File: src/rtl/hangman_engine.sv
// Hangman game core: stores a secret word typed as key codes, then scores
// guesses (hit / repeat / miss) and reports a registered game state plus
// flat display and reveal vectors for the VGA and LED front ends.
module hangman_engine #(
    parameter int                 MAX_LEN    = 10,
    parameter int                 MAX_MISSES = 5,
    parameter int                 CODE_W     = 8,
    parameter logic [CODE_W-1:0]  ENTER_CODE = 8'h5A,
    parameter logic [CODE_W-1:0]  END_CODE   = 8'h5D,
    parameter logic [CODE_W-1:0]  MASK_CODE  = 8'h01,
    parameter int                 LEN_W      = 5,
    parameter int                 MISS_W     = 4
) (
    input  logic                       clk,
    input  logic                       rst_n,
    input  logic                       key_valid,
    input  logic [CODE_W-1:0]          key_code,
    input  logic                       new_game,
    output logic [1:0]                 state,
    output logic [LEN_W-1:0]           word_len,
    output logic [MISS_W-1:0]          misses,
    output logic [MAX_LEN-1:0]         reveal,
    output logic [MAX_LEN*CODE_W-1:0]  disp_flat,
    output logic                       hit,
    output logic                       dup,
    output logic [7:0]                 led
);

    typedef enum logic [1:0] {
        ST_SETUP = 2'd0,
        ST_PLAY  = 2'd1,
        ST_WIN   = 2'd2,
        ST_LOSE  = 2'd3
    } state_t;

    state_t                       state_r, state_s;
    logic [LEN_W-1:0]             word_len_r, word_len_s;
    logic [MISS_W-1:0]            misses_r, misses_s;
    logic [MAX_LEN-1:0]           reveal_r, reveal_s;
    logic [MAX_LEN*CODE_W-1:0]    disp_r, disp_s;
    logic [MAX_LEN*CODE_W-1:0]    letters_r, letters_s;
    logic [MAX_MISSES*CODE_W-1:0] hist_r, hist_s;
    logic [CODE_W-1:0]            pend_r, pend_s;
    logic                         pend_v_r, pend_v_s;
    logic                         hit_r, hit_s;
    logic                         dup_r, dup_s;
    logic [7:0]                   led_r, led_s;

    logic [MAX_LEN-1:0]           slot_sel_s;
    logic [MAX_LEN-1:0]           match_s;
    logic [MAX_LEN-1:0]           fresh_s;
    logic [MAX_MISSES-1:0]        hist_sel_s;
    logic                         in_hist_s;
    logic                         key_s;

    // Slot decode and parallel comparison of the pending letter against word and miss history
    always_comb begin
        key_s      = key_valid && (key_code != {CODE_W{1'b0}});
        slot_sel_s = '0;
        match_s    = '0;
        for (int i = 0; i < MAX_LEN; i++) begin
            slot_sel_s[i] = (i == int'(word_len_r));
            match_s[i]    = (i < int'(word_len_r)) &&
                            (letters_r[i*CODE_W +: CODE_W] == pend_r);
        end
        fresh_s    = match_s & ~reveal_r;
        in_hist_s  = 1'b0;
        hist_sel_s = '0;
        for (int j = 0; j < MAX_MISSES; j++) begin
            hist_sel_s[j] = (j == int'(misses_r));
            in_hist_s     = in_hist_s |
                            ((j < int'(misses_r)) && (hist_r[j*CODE_W +: CODE_W] == pend_r));
        end
    end

    // Next-state and next-output computation; new_game wins over any key event
    always_comb begin
        state_s    = state_r;
        word_len_s = word_len_r;
        misses_s   = misses_r;
        reveal_s   = reveal_r;
        disp_s     = disp_r;
        letters_s  = letters_r;
        hist_s     = hist_r;
        pend_s     = pend_r;
        pend_v_s   = pend_v_r;
        hit_s      = 1'b0;
        dup_s      = 1'b0;
        if (new_game) begin
            state_s    = ST_SETUP;
            word_len_s = '0;
            misses_s   = '0;
            reveal_s   = '1;
            disp_s     = '0;
            letters_s  = '0;
            hist_s     = '0;
            pend_s     = '0;
            pend_v_s   = 1'b0;
        end else if (key_s) begin
            case (state_r)
                ST_SETUP: begin
                    if (key_code == ENTER_CODE) begin
                        if (word_len_r == LEN_W'(MAX_LEN)) begin
                            state_s  = ST_PLAY;
                            pend_s   = '0;
                            pend_v_s = 1'b0;
                        end else if (pend_v_r) begin
                            for (int i = 0; i < MAX_LEN; i++) begin
                                letters_s[i*CODE_W +: CODE_W] = slot_sel_s[i] ? pend_r
                                                              : letters_r[i*CODE_W +: CODE_W];
                                disp_s[i*CODE_W +: CODE_W]    = slot_sel_s[i] ? MASK_CODE
                                                              : disp_r[i*CODE_W +: CODE_W];
                            end
                            reveal_s   = reveal_r & ~slot_sel_s;
                            word_len_s = word_len_r + LEN_W'(1);
                            pend_v_s   = 1'b0;
                        end else begin
                            pend_v_s = 1'b0;
                        end
                    end else if (key_code == END_CODE) begin
                        if (word_len_r != {LEN_W{1'b0}}) begin
                            state_s  = ST_PLAY;
                            pend_s   = '0;
                            pend_v_s = 1'b0;
                        end else begin
                            state_s = ST_SETUP;
                        end
                    end else begin
                        // Out-of-range slot (word full) has no select bit, so nothing is shown
                        pend_s   = key_code;
                        pend_v_s = 1'b1;
                        for (int i = 0; i < MAX_LEN; i++) begin
                            disp_s[i*CODE_W +: CODE_W] = slot_sel_s[i] ? key_code
                                                       : disp_r[i*CODE_W +: CODE_W];
                        end
                    end
                end
                ST_PLAY: begin
                    if (key_code == ENTER_CODE) begin
                        if (pend_v_r) begin
                            pend_v_s = 1'b0;
                            if (fresh_s != {MAX_LEN{1'b0}}) begin
                                reveal_s = reveal_r | fresh_s;
                                for (int i = 0; i < MAX_LEN; i++) begin
                                    disp_s[i*CODE_W +: CODE_W] = fresh_s[i] ? pend_r
                                                               : disp_r[i*CODE_W +: CODE_W];
                                end
                                hit_s = 1'b1;
                            end else if ((match_s != {MAX_LEN{1'b0}}) || in_hist_s) begin
                                dup_s = 1'b1;
                            end else begin
                                misses_s = misses_r + MISS_W'(1);
                                for (int j = 0; j < MAX_MISSES; j++) begin
                                    hist_s[j*CODE_W +: CODE_W] = hist_sel_s[j] ? pend_r
                                                               : hist_r[j*CODE_W +: CODE_W];
                                end
                            end
                            // Decide on the post-update values of this same edge
                            if (&reveal_s) begin
                                state_s = ST_WIN;
                            end else if (misses_s == MISS_W'(MAX_MISSES)) begin
                                state_s = ST_LOSE;
                            end else begin
                                state_s = ST_PLAY;
                            end
                        end else begin
                            pend_v_s = 1'b0;
                        end
                    end else if (key_code == END_CODE) begin
                        state_s = ST_PLAY;
                    end else begin
                        pend_s   = key_code;
                        pend_v_s = 1'b1;
                    end
                end
                ST_WIN, ST_LOSE: begin
                    state_s = state_r;
                end
                default: begin
                    state_s = ST_SETUP;
                end
            endcase
        end else begin
            state_s = state_r;
        end
    end

    // LED status follows the state that will be registered this edge
    always_comb begin
        case (state_s)
            ST_SETUP: led_s = 8'(pend_s);
            ST_PLAY:  led_s = 8'(misses_s);
            ST_WIN:   led_s = 8'hFF;
            ST_LOSE:  led_s = 8'hF0;
            default:  led_s = 8'h00;
        endcase
    end

    // State and output registers with asynchronous active-low reset
    always_ff @(posedge clk or negedge rst_n) begin
        if (!rst_n) begin
            state_r    <= ST_SETUP;
            word_len_r <= '0;
            misses_r   <= '0;
            reveal_r   <= '1;
            disp_r     <= '0;
            letters_r  <= '0;
            hist_r     <= '0;
            pend_r     <= '0;
            pend_v_r   <= 1'b0;
            hit_r      <= 1'b0;
            dup_r      <= 1'b0;
            led_r      <= 8'h00;
        end else begin
            state_r    <= state_s;
            word_len_r <= word_len_s;
            misses_r   <= misses_s;
            reveal_r   <= reveal_s;
            disp_r     <= disp_s;
            letters_r  <= letters_s;
            hist_r     <= hist_s;
            pend_r     <= pend_s;
            pend_v_r   <= pend_v_s;
            hit_r      <= hit_s;
            dup_r      <= dup_s;
            led_r      <= led_s;
        end
    end

    assign state     = state_r;
    assign word_len  = word_len_r;
    assign misses    = misses_r;
    assign reveal    = reveal_r;
    assign disp_flat = disp_r;
    assign hit       = hit_r;
    assign dup       = dup_r;
    assign led       = led_r;

endmodule
File: config.mk
export PLATFORM = sky130hd
export DESIGN_NAME = hangman_engine
export DESIGN_NICKNAME = d
export VERILOG_FILES = /design/src/rtl/hangman_engine.sv
export SDC_FILE = /design/constraint.sdc
export NUM_CORES = 1
export LEC_CHECK = 0
export ABC_AREA = 0
export CORE_MARGIN = 1.5
export CORE_UTILIZATION = 33
export DETAILED_ROUTE_END_ITERATION = 12
export PLACE_DENSITY = 0.62
export SETUP_SLACK_MARGIN = 0.2
export SLEW_MARGIN = 10
export SYNTH_ARGS = -nofsm -noshare
export SYNTH_HDL_FRONTEND = slang
export SYNTH_SLANG_ARGS = --single-unit
File: constraint.sdc
create_clock -name clk -period 3.6 [get_ports clk]
set_clock_uncertainty 0.2 [all_clocks]
set_input_delay 0.54 -clock clk [delete_from_list [all_inputs] [get_ports clk]]
set_output_delay 0.54 -clock clk [all_outputs]
set_load 0.01 [all_outputs]
==> results of run 1 <==
power by group through the flow:
stage                     sequential [mW]  combinational (mW)  clock [mW]
after global placement               3.07                1.05           0
final                                3.03                1.08        2.89
after global routing                 3.06                1.16        3.05
after floorplan                      3.10               0.500           0
after detailed placement             3.08                1.07           0
after CTS                            3.03                1.08        2.93
cell families (layout without fill, tap and decap cells):
family,Yosys count,after routing,share of synthesized area (%)
compound gates,213,213,11.2
simple gates,325,325,13.7
fa+ha+maj,8,8,0.829
flops,240,240,49.8
mux,116,116,11.8
buf+inv,80,277,3.48
xor+xnor,127,127,9.21
layout make-up:
cell class / count / area, µm²
Sequential cell: 240 / 6020
Multi-Input combinational cell: 789 / 5770
Fill cell: 3376 / 20400
Tap cell: 461 / 577
Timing Repair Buffer: 214 / 2060
Clock inverter: 9 / 141
Clock buffer: 38 / 796
Inverter: 16 / 60.1
stage by stage:
stage | power [mW] | setup WS [ns] | std cells | util [%]
6_report | 6.99 | 0.237 | 1767 | 43.1
5_1_grt | 7.26 | 0.0779 | 1767 | 43.1
4_1_cts | 7.03 | 0.185 | 1767 | 42.8
3_5_place_dp | 4.14 | -0.154 | 1719 | 40.1
3_3_place_gp | 4.13 | -0.151 | 1719 | 40.1
2_1_floorplan | 3.60 | 0.372 | 1109 | -
sequential cells by signal, indices dropped and copies added, names as in the netlist:
name       cells
dup            1
pend_r         8
pend_v_r       1
state          2
led            8
hist_r        40
reveal        10
letters_r     80
hit            1
misses         4
disp_flat     80
word_len       5
layer usage:
metal  track usage [%]  vias to the layer above
li1                  -                     4270
met1              26.8                     4661
met2              29.1                      280
met3              2.93                       54
met4              4.14                        2
met5                 0                        -
final timing paths:
kind,from,to
setup reg to reg,pend_r[7]$_DFF_PN0_,led[3]$_DFF_PN0_
hold reg to reg,disp_flat[34]$_DFFE_PN0P_,disp_flat[34]$_DFFE_PN0P_
setup / recovery,pend_r[7]$_DFF_PN0_,led[3]$_DFF_PN0_
min in group asynchronous,rst_n,state[1]$_DFF_PN0_
max in group asynchronous,rst_n,word_len[0]$_DFFE_PN0P_
hold / removal,new_game,misses[3]$_DFF_PN0_
cell usage after synthesis (8+ instances only):
master and n:
dfrtp_1 230, nand2_1 145, buf_2 12, nand4_1 32, nor2b_1 8, xnor2_1 101
mux2_4 32, nor4_1 22, dfstp_2 10, xor2_1 26, buf_4 8, and2_1 9
and3_1 10, ha_1 8, a21oi_1 45, nor3_1 15, clkbuf_1 33, nor2_1 32
mux2_1 18, inv_1 16, o21ai_0 106, mux2_2 64, o221ai_2 9, nand3_1 16
timing repair:
| item | 4_1_cts | 5_1_grt |
|---|---|---|
| hold buffers | 1 | 0 |
| gates cloned | 0 | 0 |
| pin swaps | 0 | 3 |
| resized for setup | 6 | 19 |
| endpoints found under the hold margin | 51 | 0 |
| endpoints found under the setup margin | 81 | 122 |
tightest hold or removal path, stage by stage:
cell and delay, ns:
buf_2 0.10, inv_1 0.13, and2_1 0.17
==> impl_metrics.yaml, run 1 <==
outcome:
  status: "completed"
clock_network:
  clock_path_buffers: 3
  insertion_delay_ns: 0.55
  htreeDepth: 1
  cts_buffers: 26
  clk_pin_slew_worst_paths_ns: 0.06
  cts_setup_buffers: 0
  cts_num_sinks: 240
  cts_tree: "done"
  root_buffer: "clkbuf_16"
cells_and_area:
  final_cell_area_um2: 15400
  final_common_cell: "dfrtp_1"
  diodes: 0
  nets: 1307
  final_layout_size_suffix_gt1_share_pct: 22.8
  layout_common_cells: "227 x dfrtp_1, 145 x nand2_1, 120 x clkdlybuf4s50_1"
  area_growth_pct: 27.7
setup_path:
  required_ns: 3.81
  cp_num_cells: 10
  endpoint_kind: "flip-flop"
  cp-start-kind: "flip-flop"
  crit_path_max_fanout: 16
  slowest_delay_ns: 0.65
  r2r_cells: 10
  critical_path.top_delay_family: "simple AND/OR/NAND/NOR gates"
  worstSetupPathType: "flip-flop to flip-flop"
  regToRegSetupSlack_ns: 0.24
  worstPathArrival_ns: 3.57
  crit_buf_inv: 2
  path_cells: "buf_12, xnor2_1, nand4_1, nor3_1, o22ai_1, or4_1, o21bai_1, buf_4, o21ai_0, a2bb2oi_1"
  cp_slowest_cell: "or4_1"
drt:
  wl_met2_mm: 16.1
  vias: 9267
  drt_first_pass_iters: 6
  drc: 0
  via_per_inst: 5.24
  top_layer_used: "met5"
  drt-total-wl_mm: 35.2
  wl_per_cell_um: 19.9
  antenna_left: 0
  wl_met3_mm: 1.74
  met1_length_mm: 16.6
  dr.first_iter.drc_count: 640
power_and_ir_drop:
  seqPwrFrac_pct: 43.4
  leakagePower_nw: 6.67
  p_sw_mw: 1.82
  ir_drop_v: 0.000354
  pwr-share-comb_pct: 15.4
  intPower_mw: 5.17
  power_density_nw_per_um2: 453
  sw_frac_of_total_pct: 26.1
  p_clk_share_pct: 41.3
run:
  maxCapViolations: 0
yosys:
  synth_nets: 1129
  synth_async_sr_flop_share_pct: 100
  syn_inst: 1109
  synth-seq-area-share_pct: 49.8
  synth_ff_type: "dfrtp_1"
  synth_area_leaders: "dfrtp_1 48%, xnor2_1 7.3%, mux2_2 6.0%, nand2_1 4.5%, o21ai_0 4.4%"
  synth_edf_count: 0
  yosysWarnings: 0
  yosys.area.top_type: "dfrtp_1"
  syn-cell-area_um2: 12100
  synthDistinctLibCells: 71
  synth_top_cell_area_share_pct: 47.6
  ys_ff_latch: 240
  postSynthAreaPerCell_um2: 10.9
hold_path:
  worstHoldPathCells: 3
  hold_class: "input pin to flip-flop"
global_route:
  grtUsageTotal_pct: 18.5
  grt_pass1_vias: 9171
  grt_pass1_wl_mm: 55.1
  grt_max_degree: 78
  grt_overflow: 0
  grt_antenna_before_repair: 1
floorplanning:
  start_util_pct: 33.7
  die_w_um: 194
  io_pins: 123
  core_um2: 35800
  die-area_um2: 37800
  fp-row-count: 69
  die_h_um: 194
placement:
  placedInstanceArea_um2: 14400
  dp_hpwl_mm: 24.4
  place_congestion: 0.894
  port_buffers: 122
timing:
  layout_worst_path_cycle_share_pct: 93.4
  final_max_slew_viol_count: 0
  min_period_ns: 3.36
  fmax_mhz: 297
  setup_tns_ns: 0
  holdWs_ns: 0.256
  finalSetupViolations: 0
  slew_headroom_pct: 23.6
  finalHoldViolations: 0
  rsz0062_at_grt: "yes"
  tightest_slew_ns: 1.15
(Power assumes the default switching activity.)
==> inputs of run 2 (changes only) <==
--- a/config.mk
+++ b/config.mk
@@ -9,6 +9,7 @@
 export CORE_MARGIN = 1.5
 export CORE_UTILIZATION = 33
 export DETAILED_ROUTE_END_ITERATION = 12
+export MAX_ROUTING_LAYER = met4
 export PLACE_DENSITY = 0.62
 export SETUP_SLACK_MARGIN = 0.2
 export SLEW_MARGIN = 10
==> run 2 against run 1 <==
Compared with the run above: sequential power is essentially flat; via count shrank 0.90%; worst hold slack got worse by 0.00084 ns; cell count up 0.28%; die area did not move; setup slack better by 0.057 ns; combinational power hardly changed; non-clock buffer count increased by 5; core utilization rose by 0.25 points; register-to-register slack better by 0.06 ns; flip-flop and latch count did not move; critical path type unchanged; largest power group unchanged.
==> impl_metrics.yaml, run 2 (synthesized netlist as in run 1, its figures left out) <==
clock_network:
  insertion_delay_ns: 0.56
  cts_tree: "done"
  htreeDepth: 1
  cts_buffers: 26
  clk_pin_slew_worst_paths_ns: 0.06
  root_buffer: "clkbuf_16"
  cts_num_sinks: 240
  clock_path_buffers: 3
drt:
  drt-total-wl_mm: 35.3
  via_per_inst: 5.18
  antenna_left: 0
  drt_first_pass_iters: 5
  drc: 0
  dr.first_iter.drc_count: 668
  wl_per_cell_um: 19.9
  vias: 9184
setup_path:
  regToRegSetupSlack_ns: 0.29
  crit_path_max_fanout: 14
  reg2reg_from: "pend_r[1]$_DFF_PN0_"
  r2r-end: "disp_flat[61]$_DFFE_PN0P_"
  endpoint: "disp_flat[61]$_DFFE_PN0P_"
  worstPathArrival_ns: 3.54
  cp-startpoint: "pend_r[1]$_DFF_PN0_"
  endpoint_kind: "flip-flop"
  cp-start-kind: "flip-flop"
  required_ns: 3.84
  worstSetupPathType: "flip-flop to flip-flop"
  r2r_cells: 12
cells_and_area:
  final_layout_size_suffix_gt1_share_pct: 23.3
  postLayoutCoreUtil_pct: 43.3
  fillCellCount: 3330
  nets: 1312
  diodes: 0
  area_growth_pct: 28.5
  layout_common_cells: "226 x dfrtp_1, 145 x nand2_1, 120 x clkdlybuf4s50_1"
  multi_input_area_um2: 5870
  final_common_cell: "dfrtp_1"
  area.sequential_um2: 6020
  final_cell_area_um2: 15500
floorplanning:
  io_pins: 123
  die_h_um: 194
  fp-row-count: 69
  die-area_um2: 37800
  start_util_pct: 33.7
  core_um2: 35800
  die_w_um: 194
placement:
  placedInstanceArea_um2: 14400
  place_congestion: 0.883
  port_buffers: 122
  pre_cts_ws_ns: -0.148
  dp_hpwl_mm: 24.5
global_route:
  grt_antenna_before_repair: 0
  grt_max_degree: 104
  grtUsageTotal_pct: 19.2
  grt_pass1_vias: 9258
  grt_overflow: 0
  grt_pass1_wl_mm: 55.7
timing:
  slew_headroom_pct: 21.5
  finalHoldViolations: 0
  layout_worst_path_cycle_share_pct: 91.8
  holdWs_ns: 0.255
  final_max_slew_viol_count: 0
  setup_tns_ns: 0
  rsz0062_at_grt: "no"
  finalSetupViolations: 0
  fmax_mhz: 302
  min_period_ns: 3.31
  worst_slack_ns: 0.294
  tightest_slew_ns: 1.18
power_and_ir_drop:
  leakagePower_nw: 6.67
  ir_drop_v: 0.000343
  power_density_nw_per_um2: 447
outcome:
  status: "completed"
run:
  maxCapViolations: 0
hold_path:
  hold_class: "input pin to flip-flop"
## run 2: power by group
part	internal (mW)	switching (mW)	leakage, nW
clock	1.67	1.14	0.432
combinational	0.534	0.550	3.06
sequential	2.89	0.140	3.18
## run 2: cell type report
class | instances | share of cell area, %
sequential | 240 | 38.8
multi-input combinational | 789 | 37.8
timing repair buffer | 219 | 13.5
clock buffer | 38 | 4.87
tap | 461 | 3.72
clock inverter | 9 | 0.903
inverter | 16 | 0.387
## run 2: through the flow
step / cells / total power [mW]
4_1_cts: 1770 / 6.97
5_1_grt: 1772 / 7.19
3_5_place_dp: 1722 / 4.14
2_1_floorplan: 1109 / 3.60
6_report: 1772 / 6.93
3_3_place_gp: 1722 / 4.12
## run 2: repair_timing
action / 4_1_cts / 5_1_grt
pin swaps: 0 / 8
hold endpoints to repair: 98 / 0
buffers inserted: 0 / 2
endpoints found under the setup margin: 81 / 96
hold buffers: 1 / 0
resized for setup: 8 / 31
## run 2: per-layer routing
metal | global-route usage (%) | wire length [µm]
met1 | 27.2 | 16800
met2 | 29.5 | 16400
met3 | 2.79 | 1690
met4 | 3.62 | 495
met5 | - | 0
## run 2: how the worst min path moves through the flow
stage | end | startpoint | cells after the start
after global placement | disp_flat[38]$_DFFE_PN0P_ | disp_flat[38]$_DFFE_PN0P_ | 1
final | misses[1]$_DFF_PN0_ | new_game | 3
after detailed placement | disp_flat[43]$_DFFE_PN0P_ | disp_flat[43]$_DFFE_PN0P_ | 1
after CTS | misses[3]$_DFF_PN0_ | new_game | 3
after global routing | misses[3]$_DFF_PN0_ | new_game | 3
after floorplan | disp_flat[0]$_DFFE_PN0P_ | rst_n | 0
## run 2: critical path, cell delays in order, from the launching register on
cell and delay [ns]:
dfrtp_1 0.47, buf_12 0.20, xnor2_1 0.17, nand4_1 0.21
nor4_2 0.36, buf_4 0.22, a2111oi_4 0.05, buf_4 0.15
and4bb_4 0.20, o21ai_2 0.19, buf_12 0.18, o221ai_2 0.23
mux2_2 0.36
==> inputs of run 3 (changes only) <==
--- a/config.mk
+++ b/config.mk
@@ -6,7 +6,7 @@
 export NUM_CORES = 1
 export LEC_CHECK = 0
 export ABC_AREA = 0
-export CORE_MARGIN = 1.5
+export CORE_MARGIN = 10
 export CORE_UTILIZATION = 33
 export DETAILED_ROUTE_END_ITERATION = 12
 export MAX_ROUTING_LAYER = met4
==> run 3 against run 2 <==
Compared with the run above: cell count is 0.45% lower; sequential power hardly changed; power is 3.4% lower; flip-flop and latch count stayed put; largest cell class unchanged; first-iteration DRC count is 16% higher; maximum frequency is 0.39% lower; worst hold slack worse by 0.0051 ns; setup slack worse by 0.013 ns; die area is 18% higher; critical endpoint is now disp_flat[5]$_DFFE_PN0P_; clock power is 8.5% lower; via count is 0.57% lower.
==> impl_metrics.yaml, run 3 (synthesized netlist as in run 1, its figures left out) <==
outcome:
  status: "completed"
power_and_ir_drop:
  intPower_mw: 4.93
  pwr-share-comb_pct: 16.4
  seqPwrFrac_pct: 45.3
  sw_frac_of_total_pct: 26.4
  p_sw_mw: 1.77
  p_total_mw: 6.70
  ir_drop_v: 0.000322
  power_density_nw_per_um2: 436
  leakagePower_nw: 6.58
  p_clk_share_pct: 38.3
cells_and_area:
  postLayoutCoreUtil_pct: 42.2
  fillCellCount: 3424
  area_growth_pct: 27.0
  multi_input_area_um2: 5760
  final_common_cell: "dfrtp_1"
  final_cell_area_um2: 15300
  nets: 1300
  area.sequential_um2: 6030
  layout_common_cells: "223 x dfrtp_1, 145 x nand2_1, 120 x clkdlybuf4s50_1"
  final_layout_size_suffix_gt1_share_pct: 22.1
timing:
  tightest_slew_ns: 1.17
  finalHoldViolations: 0
  finalSetupViolations: 0
  rsz0062_at_grt: "yes"
  holdWs_ns: 0.250
  slew_headroom_pct: 21.9
  final_max_slew_viol_count: 0
  fmax_mhz: 301
  min_period_ns: 3.32
  layout_worst_path_cycle_share_pct: 92.2
drt:
  antenna_left: 0
  vias: 9132
  drt-total-wl_mm: 35.6
  wl_per_cell_um: 20.2
  drc: 0
  dr.first_iter.drc_count: 775
  drt_first_pass_iters: 7
  via_per_inst: 5.18
placement:
  port_buffers: 122
  dp_hpwl_mm: 25.4
  place_congestion: 0.944
  placedInstanceArea_um2: 14400
global_route:
  grt_max_degree: 78
  grtUsageTotal_pct: 16.3
  grt_overflow: 0
  grt_antenna_before_repair: 1
  grt_pass1_wl_mm: 56.2
  grt_pass1_vias: 9291
setup_path:
  endpoint_kind: "flip-flop"
  worstPathArrival_ns: 3.53
  path_cells: "buf_12, xnor2_1, nand4_1, nor4_1, a2111oi_1, and4bb_1, o21ai_1, buf_12, o221ai_2, mux2_2"
  cp-start-kind: "flip-flop"
  cp_slowest_cell: "nor4_1"
  crit_top_cell: "buf_12"
  r2r-end: "disp_flat[5]$_DFFE_PN0P_"
  slowest_delay_ns: 0.49
  r2r_cells: 10
  reg2reg_from: "pend_r[5]$_DFF_PN0_"
  worstSetupPathType: "flip-flop to flip-flop"
  required_ns: 3.81
  regToRegSetupSlack_ns: 0.28
  crit_path_max_fanout: 17
clock_network:
  cts_buffers: 25
  cts_num_sinks: 240
  clk_pin_slew_worst_paths_ns: 0.06
  clock_path_buffers: 3
  cts_tree: "done"
  htreeDepth: 1
  root_buffer: "clkbuf_16"
  insertion_delay_ns: 0.53
floorplanning:
  die_h_um: 211
  die_w_um: 211
  core_um2: 36300
  io_pins: 123
  fp-row-count: 70
  die-area_um2: 44700
  start_util_pct: 33.2
hold_path:
  hold_class: "input pin to flip-flop"
  min-delay-start: "new_game"
  worstHoldPathCells: 3
  worstHoldEndpoint: "misses[2]$_DFF_PN0_"
run:
  maxCapViolations: 0
-- run 3: changes by cell type in the layout (fill, tap and decap cells not counted), moves of 3 or more --
cell	before	now
dfrtp_1	226	223
dfrtp_2	4	7
buf_4	85	66
nor4_1	14	17
o221ai_2	4	9
buf_12	11	19
o221ai_4	5	0
-- run 3: layout make-up --
type,instances,area share (%)
Timing Repair Buffer,208,13.7
Sequential cell,240,39.3
Clock buffer,33,4.53
Antenna cell,1,0.0163
Multi-Input combinational cell,789,37.5
Tap cell,468,3.82
Inverter,16,0.391
Clock inverter,9,0.693
-- run 3: critical path, delay by kind of cell (launching register included) --
kind | cells | cell delay, ns
and+or+nand+nor | 3 | 0.95
AOI/OAI and AO/OA | 3 | 0.64
buffers and inverters | 2 | 0.41
DFF | 1 | 0.48
muxes | 1 | 0.36
xor gates and xnor gates | 1 | 0.14
-- run 3: power by group through the flow --
stage	sequential [mW]	clock, mW	combinational (mW)
after global placement	3.07	0	1.07
after global routing	3.06	2.74	1.19
after detailed placement	3.08	0	1.09
final	3.03	2.57	1.09
after floorplan	3.10	0	0.500
after CTS	3.03	2.62	1.10
-- run 3: worst max path at each step --
stage / slack, ns / endpoint / start / cells past startpoint
after global routing: 0.12 / disp_flat[45]$_DFFE_PN0P_ / pend_r[5]$_DFF_PN0_ / 10
after CTS: 0.19 / led[4]$_DFF_PN0_ / word_len[4]$_DFFE_PN0P_ / 11
after global placement: -0.12 / led[3]$_DFF_PN0_ / key_code[2] / 10
after detailed placement: -0.15 / led[3]$_DFF_PN0_ / key_code[2] / 10
final: 0.28 / disp_flat[5]$_DFFE_PN0P_ / pend_r[5]$_DFF_PN0_ / 10
after floorplan: 0.37 / led[3]$_DFF_PN0_ / word_len[4]$_DFFE_PN0P_ / 10
-- run 3: stage by stage --
stage / setup slack [ns] / cells / setup TNS, ns
after floorplan: 0.372 / 1109 / 0
after detailed placement: -0.148 / 1719 / -6.54
after global placement: -0.123 / 1719 / -6.90
after CTS: 0.194 / 1762 / 0
after global routing: 0.116 / 1764 / 0
final: 0.281 / 1764 / 0
-- run 3: per-layer routing --
metal | vias up | track usage [%] | wire [µm]
met1 | 4510 | 22.1 | 16000
li1 | 4250 | - | -
met4 | 0 | 4.26 | 920
met5 | - | - | 0
met3 | 62 | 2.68 | 2270
met2 | 310 | 24.8 | 16500
-- run 3: repair_timing --
item / in CTS / in global routing
hold endpoints to repair: 65 / 0
endpoints found under the setup margin: 116 / 128
hold buffers: 1 / 0
pin swaps: 0 / 1
buffers inserted: 0 / 1
resized for setup: 5 / 22
